==> config.mk <==
export PLATFORM = sky130hd
export DESIGN_NAME = csr_trap_seq
export DESIGN_NICKNAME = d
export VERILOG_FILES = /design/src/rtl/csr_pkg.sv /design/src/rtl/csr_alu.sv /design/src/rtl/csr_trap_seq.sv
export SDC_FILE = /design/constraint.sdc
export NUM_CORES = 1
export LEC_CHECK = 0
export ABC_AREA = 1
export CAP_MARGIN = 15
export CORE_AREA = 2 2 108 152
export DETAILED_ROUTE_END_ITERATION = 12
export DIE_AREA = 0 0 110 154
export PLACE_DENSITY = 0.84
export SYNTH_ARGS = -nofsm -noshare
export SYNTH_HDL_FRONTEND = slang
export SYNTH_SLANG_ARGS = --single-unit
==> constraint.sdc <==
create_clock -name WrClk -period 3.29 [get_ports WrClk]
set_input_delay 0.658 -clock WrClk [delete_from_list [all_inputs] [get_ports WrClk]]
set_output_delay 0.658 -clock WrClk [all_outputs]
set_load 0.02 [all_outputs]
==> src/rtl/csr_pkg.sv <==
// Shared definitions for the machine-mode CSR initiator.
// Holds the request opcode encodings, CSR addresses, mstatus bit positions
// and the sequencer state type.
package csr_pkg;

    // Request opcodes. 3, 6 and 7 are unsupported and return resp_illegal.
    typedef enum logic [2:0] {
        OP_CSRRW = 3'd0,
        OP_CSRRS = 3'd1,
        OP_CSRRC = 3'd2,
        OP_ECALL = 3'd4,
        OP_MRET  = 3'd5
    } op_t;

    localparam logic [11:0] CSR_MSTATUS = 12'h300;
    localparam logic [11:0] CSR_MTVEC   = 12'h305;
    localparam logic [11:0] CSR_MEPC    = 12'h341;
    localparam logic [11:0] CSR_MCAUSE  = 12'h342;

    localparam int unsigned MSTATUS_MIE    = 3;
    localparam int unsigned MSTATUS_MPIE   = 7;
    localparam int unsigned MSTATUS_MPP_LO = 11;
    localparam int unsigned MSTATUS_MPP_HI = 12;

    typedef enum logic [3:0] {
        IDLE,
        ACC,
        T_STAT,
        T_EPC,
        T_CAUSE,
        T_VEC,
        R_STAT,
        R_EPC,
        RESP
    } state_t;

endpackage

==> src/rtl/csr_alu.sv <==
// Combinational new-value function for CSRRW/CSRRS/CSRRC.
// Ports:
//   op       - request opcode
//   old      - current CSR value
//   src      - rs1 value or zero-extended zimm
//   src_zero - rs1 index / zimm is zero (set/clear become read-only)
//   wdata    - value to write
//   we       - write required
module csr_alu
    import csr_pkg::*;
#(
    parameter int unsigned XLEN = 32
) (
    input  logic [2:0]      op,
    input  logic [XLEN-1:0] old,
    input  logic [XLEN-1:0] src,
    input  logic            src_zero,
    output logic [XLEN-1:0] wdata,
    output logic            we
);

    always_comb begin
        wdata = '0;
        we    = 1'b0;
        case (op)
            OP_CSRRW: begin
                wdata = src;
                we    = 1'b1;
            end
            OP_CSRRS: begin
                wdata = old | src;
                we    = !src_zero;
            end
            OP_CSRRC: begin
                wdata = old & ~src;
                we    = !src_zero;
            end
            default: ;
        endcase
    end

endmodule

==> src/rtl/csr_trap_seq.sv <==
// Initiator side of the machine-mode CSR port. Sequences CSR instructions,
// ECALL and MRET into at most one CSR write per cycle and returns rd data
// and/or a PC redirect through a one-cycle resp_valid pulse.
// Ports:
//   rst, WrClk              - synchronous active-high reset, clock
//   req_*                   - request from the core (latched on acceptance)
//   csr_rr / csr_busR       - CSR read address / combinational read data
//   csr_wr/csr_rw/csr_busW  - CSR write enable, address, data
//   resp_*                  - registered response, valid for one cycle
module csr_trap_seq
    import csr_pkg::*;
#(
    parameter int unsigned XLEN        = 32,
    parameter int unsigned ECALL_CAUSE = 11
) (
    input  logic            rst,
    input  logic            WrClk,
    input  logic            req_valid,
    output logic            req_ready,
    input  logic [2:0]      req_op,
    input  logic [11:0]     req_csr,
    input  logic [XLEN-1:0] req_src,
    input  logic            req_src_zero,
    input  logic            req_rd_zero,
    input  logic [XLEN-1:0] req_pc,
    output logic [11:0]     csr_rr,
    input  logic [XLEN-1:0] csr_busR,
    output logic            csr_wr,
    output logic [11:0]     csr_rw,
    output logic [XLEN-1:0] csr_busW,
    output logic            resp_valid,
    output logic            resp_rd_we,
    output logic [XLEN-1:0] resp_rd_data,
    output logic            resp_redirect,
    output logic [XLEN-1:0] resp_pc,
    output logic            resp_illegal
);

    state_t          state, state_n;
    logic [2:0]      lat_op;
    logic [11:0]     lat_csr;
    logic [XLEN-1:0] lat_src, lat_pc;
    logic            lat_src_zero, lat_rd_zero;
    logic [XLEN-1:0] alu_wdata, stat_trap, stat_ret;
    logic            alu_we, wr_c, accept;

    assign req_ready  = (state == IDLE) && !rst;
    assign accept     = req_valid && req_ready;
    assign resp_valid = (state == RESP);
    // Reset kills any in-flight write, so a trap cannot half-complete.
    assign csr_wr     = wr_c && !rst;

    csr_alu #(.XLEN(XLEN)) u_alu (
        .op       (lat_op),
        .old      (csr_busR),
        .src      (lat_src),
        .src_zero (lat_src_zero),
        .wdata    (alu_wdata),
        .we       (alu_we)
    );

    always_comb begin
        stat_trap                                 = csr_busR;
        stat_trap[MSTATUS_MPIE]                   = csr_busR[MSTATUS_MIE];
        stat_trap[MSTATUS_MIE]                    = 1'b0;
        stat_trap[MSTATUS_MPP_HI:MSTATUS_MPP_LO]  = 2'b11;
        stat_ret                                  = csr_busR;
        stat_ret[MSTATUS_MIE]                     = csr_busR[MSTATUS_MPIE];
        stat_ret[MSTATUS_MPIE]                    = 1'b1;
        stat_ret[MSTATUS_MPP_HI:MSTATUS_MPP_LO]   = 2'b11;
    end

    // Read and write addresses are always driven together so the CSR file
    // may decode a write from either one.
    always_comb begin
        state_n  = state;
        csr_rr   = '0;
        csr_rw   = '0;
        csr_busW = '0;
        wr_c     = 1'b0;
        case (state)
            IDLE: begin
                if (accept) begin
                    case (req_op)
                        OP_CSRRW, OP_CSRRS, OP_CSRRC: state_n = ACC;
                        OP_ECALL:                     state_n = T_STAT;
                        OP_MRET:                      state_n = R_STAT;
                        default:                      state_n = RESP;
                    endcase
                end
            end
            ACC: begin
                csr_rr   = lat_csr;
                csr_rw   = lat_csr;
                csr_busW = alu_wdata;
                wr_c     = alu_we;
                state_n  = RESP;
            end
            T_STAT: begin
                csr_rr   = CSR_MSTATUS;
                csr_rw   = CSR_MSTATUS;
                csr_busW = stat_trap;
                wr_c     = 1'b1;
                state_n  = T_EPC;
            end
            T_EPC: begin
                csr_rr   = CSR_MEPC;
                csr_rw   = CSR_MEPC;
                csr_busW = lat_pc;
                wr_c     = 1'b1;
                state_n  = T_CAUSE;
            end
            T_CAUSE: begin
                csr_rr   = CSR_MCAUSE;
                csr_rw   = CSR_MCAUSE;
                csr_busW = XLEN'(ECALL_CAUSE);
                wr_c     = 1'b1;
                state_n  = T_VEC;
            end
            T_VEC: begin
                csr_rr   = CSR_MTVEC;
                csr_rw   = CSR_MTVEC;
                state_n  = RESP;
            end
            R_STAT: begin
                csr_rr   = CSR_MSTATUS;
                csr_rw   = CSR_MSTATUS;
                csr_busW = stat_ret;
                wr_c     = 1'b1;
                state_n  = R_EPC;
            end
            R_EPC: begin
                csr_rr   = CSR_MEPC;
                csr_rw   = CSR_MEPC;
                state_n  = RESP;
            end
            RESP:    state_n = IDLE;
            default: state_n = IDLE;
        endcase
    end

    always_ff @(posedge WrClk) begin
        if (accept) begin
            lat_op       <= req_op;
            lat_csr      <= req_csr;
            lat_src      <= req_src;
            lat_src_zero <= req_src_zero;
            lat_rd_zero  <= req_rd_zero;
            lat_pc       <= req_pc;
        end
    end

    // Response fields only change on the edge entering RESP.
    always_ff @(posedge WrClk) begin
        if (rst) begin
            state         <= IDLE;
            resp_rd_we    <= 1'b0;
            resp_rd_data  <= '0;
            resp_redirect <= 1'b0;
            resp_pc       <= '0;
            resp_illegal  <= 1'b0;
        end else begin
            state <= state_n;
            case (state)
                IDLE: begin
                    if (state_n == RESP) begin
                        resp_rd_we    <= 1'b0;
                        resp_rd_data  <= '0;
                        resp_redirect <= 1'b0;
                        resp_pc       <= '0;
                        resp_illegal  <= 1'b1;
                    end
                end
                ACC: begin
                    resp_rd_we    <= !lat_rd_zero;
                    resp_rd_data  <= csr_busR;
                    resp_redirect <= 1'b0;
                    resp_pc       <= '0;
                    resp_illegal  <= 1'b0;
                end
                T_VEC: begin
                    resp_rd_we    <= 1'b0;
                    resp_rd_data  <= '0;
                    resp_redirect <= 1'b1;
                    resp_pc       <= csr_busR & ~XLEN'(3);
                    resp_illegal  <= 1'b0;
                end
                R_EPC: begin
                    resp_rd_we    <= 1'b0;
                    resp_rd_data  <= '0;
                    resp_redirect <= 1'b1;
                    resp_pc       <= csr_busR;
                    resp_illegal  <= 1'b0;
                end
                default: ;
            endcase
        end
    end

endmodule

After elaboration in Yosys (flattened, before gate mapping)
Cells that the tools add are included.

word-level totals
  register bits after elaboration = 152
  output and inout bits = 126
  logic and storage cells = 69

operators by class
  eq/ne operators = 16
  mux-type cells = 16
  reductions and logical operators = 22
  bitwise gates (word level) = 3

operators by type and width
  operator                                                         count
  32-bit one-hot mux with 3 select lines                           2
  32-bit one-hot mux with 5 select lines                           1
  32-bit one-hot mux with 4 select lines                           1
  12-bit one-hot mux with 5 select lines                           1
  32-bit AND                                                       1
  32-bit 2-to-1 mux                                                1
  32-bit inverter                                                  1
  32-bit bitwise OR                                                1
  4-bit one-hot mux with 6 select lines                            1
  4-bit by 3-bit == test with 1-bit output, second input constant  4
  4-bit one-hot mux with 3 select lines                            1
  4-bit by 2-bit == test with 1-bit output, second input constant  2
  4-bit == test, second input constant                             2
  2-bit OR reduction                                               4
  3-bit by 1-bit == test with 1-bit output, second input constant  2
  3-bit by 2-bit == test with 1-bit output, second input constant  2
  3-bit == test, second input constant                             2
  3-bit logical NOT                                                2
  1-bit one-hot mux with 2 select lines                            3
  1-bit one-hot mux with 3 select lines                            2
  2-bit AND reduction                                              3
  3-bit OR reduction                                               2
  4-bit by 1-bit == test with 1-bit output, second input constant  1
  4-bit logical NOT                                                1
  9 further kinds                                                  14

Logic depth before layout (Yosys ltp)
  depth after elaboration = 8
  mapped depth = 10
  depth with buffers taken out = 8

Modules after synthesis
From an unflattened synthesis, not the netlist that was laid out.

unflattened totals
  cell total of the unflattened synthesis = 890
  area total of the unflattened synthesis = 7,521.0 µm²

modules (own cells, without submodules)
  module        instances  cells an instance  area an instance (µm²)  seq. area each (µm²)
  csr_trap_seq  1          604                6,003.3                 3,853.7
  csr_alu       1          286                1,517.7                 0.0

Least setup slack after synthesis
No wires, ideal clock.

  path type = input-to-reg
  start = input port rst
  end = register resp_rd_data[13]
  path buffers = 3
  stages = 9
  setup time = 0.132 ns
  arrival = 2.903 ns
  slack = 0.254 ns
  data required time = 3.158 ns
  path through = clkbuf_2 inv_1 nand3_2 nor2_4 nand2_2 buf_2 buf_6 nand3_1 a21oi_1

on the way
  longest elaborated chain between the ends = 8

RTL lines
  element                                                    RTL line             source
  from (decl)                                                csr_trap_seq.sv:16   input logic rst,
  1-bit logical NOT                                          csr_trap_seq.sv:47   assign req_ready = (state == IDLE) && !rst;
  1-bit logical AND                                          csr_trap_seq.sv:47
  1-bit logical AND                                          csr_trap_seq.sv:48   assign accept = req_valid && req_ready;
  4-bit 2-to-1 mux                                           csr_trap_seq.sv:83   if (accept) begin
  4-bit one-hot mux with 6 select lines                      csr_trap_seq.sv:81   case (state)
  4-bit == test                                              csr_trap_seq.sv:166  if (state_n == RESP) begin
  2-bit by 1-bit != test with 1-bit output (no source line)  -
  2-bit AND reduction (no source line)                       -
  to (signal assigned)                                       csr_trap_seq.sv:176  resp_rd_data <= csr_busR;
  to (decl)                                                  csr_trap_seq.sv:33   output logic [XLEN-1:0] resp_rd_data,

Several ways; a longest one is shown, not always the timed one.
A chain may end at the register's enable or synchronous reset.

Worst setup path in the final report
  start = register state[2]
  end = output port csr_rw[5]

on the way
  longest elaborated chain between the ends = 3

RTL lines
  element                                                                                               RTL line             source
  from (decl)                                                                                           csr_trap_seq.sv:39   state_t state, state_n;
  from (signal assigned)                                                                                csr_trap_seq.sv:163  state <= state_n;
  4-bit by 3-bit == test with 1-bit output or 4-bit by 2-bit == test with 1-bit output (tied branches)  csr_trap_seq.sv:81
  2-bit OR reduction (no source line)                                                                   -
  12-bit one-hot mux with 5 select lines (*)                                                            csr_trap_seq.sv:81
  to (decl)                                                                                             csr_trap_seq.sv:29   output logic [11:0] csr_rw,

Mark *: on every way between the ends. The rest lies on a longest branch, timed or not.

==> run_results.csv <==
group,metric,value,unit
power,clockPowerShare,41.1,%
layout,area_delta_synth_final,45.5,%
synth,synth_top_area_cell,"edfxtp_1",
layout,final_cell_mix,"clkdlybuf4s50_1, nand2_1, inv_1",
floorplan,row_count,54,
setup_path,crit_type,"reg2out",
setup_path,slowest_delay,0.63,ns
setup_path,cp_top_family,"buffers and inverters",
setup_path,cp_max_fo,26,
synth,synth-seq-cells,152,
route,dr.first_iter.drc_count,473,
timing,worst_slack,0.0872,ns
synth,synthDistinctLibCells,30,
global_route,grt_overflow_total,0,
timing,final.setup_skew,0.0184,ns
run,drv_cap,0,
global_route,antenna_found_initial,3,
hold_path,worstHoldStart,"resp_rd_data[8]",
placement,pre_cts_slack,0.351,ns
setup_path,path_cells,"nor2_2, inv_2, nor2_8, buf_8, clkinvlp_4, nor2_1, clkdlybuf4s50_1",
layout,nets,1093,
synth,seq_area_frac_synth,56.1,%
floorplan,core_area,15500,µm²
clock_network,clock-sinks,152,
layout,fin_cells,1186,
synth,ys_warn_count,0,
power,power_frac_seq,46.2,%
route,via_per_inst,5.12,
setup_path,r2r_cells,8,
setup_path,cp.required,2.63,ns
power,power.switching,0.00117,W
setup_path,r2r_slack,1.39,ns
layout,n_antenna_cell,0,
route,vias,6073,
timing,finalHoldViolCount,0,
global_route,track_usage,24.7,%
placement,gp_congestion,0.870,
placement,dp_cells,1146,
global_route,grt_pass1_wl,31500,µm
layout,mostFrequentLayoutCell,"clkdlybuf4s50_1",
power,peakVddDrop,0.298,mV
power,swShare,25.6,%
synth,synth_nets,866,
clock_network,htree_levels,4,
route,wl_per_cell,17.6,µm
route,dr.pass1.iters,6,
timing,worst_pin_slew,0.764,ns
synth,ys_top_cells_by_area,"edfxtp_1, dfxtp_1, nand2_1",
synth,syn_inst,750,
clock_network,max-clock-path-buffers,2,
hold_path,whs_path_depth,2,
clock_network,clock_latency,0.41,ns
floorplan,io_pins,242,
power,fin_total_pwr,0.00458,W
layout,fillers,1303,
hold_path,hold_class,"reg2reg",
route,drc,0,
timing,fmax,0.312,GHz
setup_path,crit_buf_inv,4,
placement,port-buffer-count,241,
timing,finalCritPeriodShare,97.3,%
synth,syn_area,6860,µm²
power,p_int,0.00341,W
floorplan,fp.dieH,154,µm
setup_path,slowest_stage,"clkdlybuf4s50_1",
floorplan,dieWidth,110,µm
power,p_leak,3.84,nW
clock_network,path_clk_slew,0.07,ns
hold_path,hold_end,"resp_rd_data[8]",
placement,dp_hpwl,14600,µm
route,ant_nets,0,
timing,finalSetupViolations,0,
layout,drive_above_1_share,10.4,%
setup_path,cp-start-kind,"flop",
timing,final_max_slew_viol_count,0,
power,power_density,458,nW/µm²
clock_network,cts-root-buf,"clkbuf_16",
timing,fin_crit,3.20,ns
route,wirelength,20900,µm
floorplan,die_area,16900,µm²
setup_path,r2r_end,"resp_rd_we",
synth,avgSynthCellArea,9.15,µm²
clock_network,cts_tree,"built",
floorplan,initial_utilization,44.4,%
timing,relSlewSlack,49.1,%
global_route,grt_max_degree,72,
setup_path,end_kind,"primary output",
setup_path,critical_path_arrival,2.54,ns
synth,synth.top_cell.area_share,35.4,%
status,status,"finished, final reports clean",
setup_path,r2r-start,"state[2]",
power,combPwrFrac,12.7,%
clock_network,cts_buffers,17,
global_route,grt_pass1_vias,5997,
## cell type report
type                    count  area (µm²)  area share, %
clock buffers              17         425           4.26
well taps                 196         245           2.46
clock inverters            15         143           1.43
multi-input cells         455        2350           23.6
inverters                  87         333           3.33
repair buffers            264        2630           26.4
flip-flops and latches    152        3850           38.6
## layer usage
layer | share of wire (%) | GRT usage (%)
met1 | 37 | 28.6
met2 | 52 | 42.4
met3 | 6.7 | 5.38
met4 | 4.0 | 12.1
met5 | 0.077 | 0
## cells in the mapped netlist, drive strengths merged
| cell | number |
|---|---|
| o21bai | 32 |
| o21ai | 33 |
| o211ai | 1 |
| nand4 | 1 |
| nand2 | 181 |
| buf | 36 |
| or2 | 1 |
| a31oi | 1 |
| nor3 | 2 |
| edfxtp | 81 |
| nand3 | 104 |
| clkbuf | 21 |
| nor2 | 23 |
| inv | 87 |
| dfxtp | 71 |
| a21oi | 74 |
| and2 | 1 |
## registers in the layout, summed over array words and instances, names as in the netlist, 3 cells and up
signal	flops
resp_pc	32
lat_pc	32
resp_rd_data	32
lat_src	32
state	4
lat_csr	12
lat_op	3
## cells by family after synthesis
kind of cell	Yosys count	synth area share (%)
AND/OR/NAND/NOR	313	22.2
AO/OA/AOI/OAI	141	11.5
flip-flops	152	56.1
buffers and inverters	144	10.1
## worst min-delay path: stages (launching register included)
cell and delay (ns):
dfxtp_1 0.31, nand3_1 0.07, a21oi_1 0.05
## worst max path at each step
stage                     start               end  slack [ns]  depth (start not counted)
global placement    csr_busR[6]       csr_busW[6]        0.38                          6
global route           state[2]         csr_rr[3]       -0.02                          7
finish                 state[2]         csr_rw[5]        0.09                          7
CTS                   lat_op[1]      csr_busW[29]        0.01                          6
detailed placement  csr_busR[6]       csr_busW[6]        0.35                          6
floorplan                   rst  resp_rd_data[13]        0.25                          9
## power groups by stage
| stage | Clock [W] | Sequential [W] | Combinational [W] |
|---|---|---|---|
| 2_1_floorplan | 0 | 0.00217 | 0.000256 |
| 3_3_place_gp | 0 | 0.00215 | 0.000556 |
| 3_5_place_dp | 0 | 0.00216 | 0.000566 |
| 4_1_cts | 0.00192 | 0.00212 | 0.000573 |
| 5_1_grt | 0.00199 | 0.00212 | 0.000624 |
| 6_report | 0.00188 | 0.00212 | 0.000579 |
## stage by stage
stage	utilization (%)	setup TNS (ns)	area, µm²	hold slack (ns)
6_report	64.5	0	9990	0.479
5_1_grt	64.5	-0.0613	9990	0.497
4_1_cts	64.0	0	9900	0.481
3_5_place_dp	60.1	0	9290	0.473
3_3_place_gp	60.1	0	9290	0.466
2_1_floorplan	-	0	6860	0.494
## timing repair
action,in CTS,in global routing
setup buffers,1,6
resized for setup,3,12
endpoints found under the setup margin,27,39
gates cloned,1,0
pin swaps,2,1
hold buffers,0,0
Power figures use the tool's default switching activity.
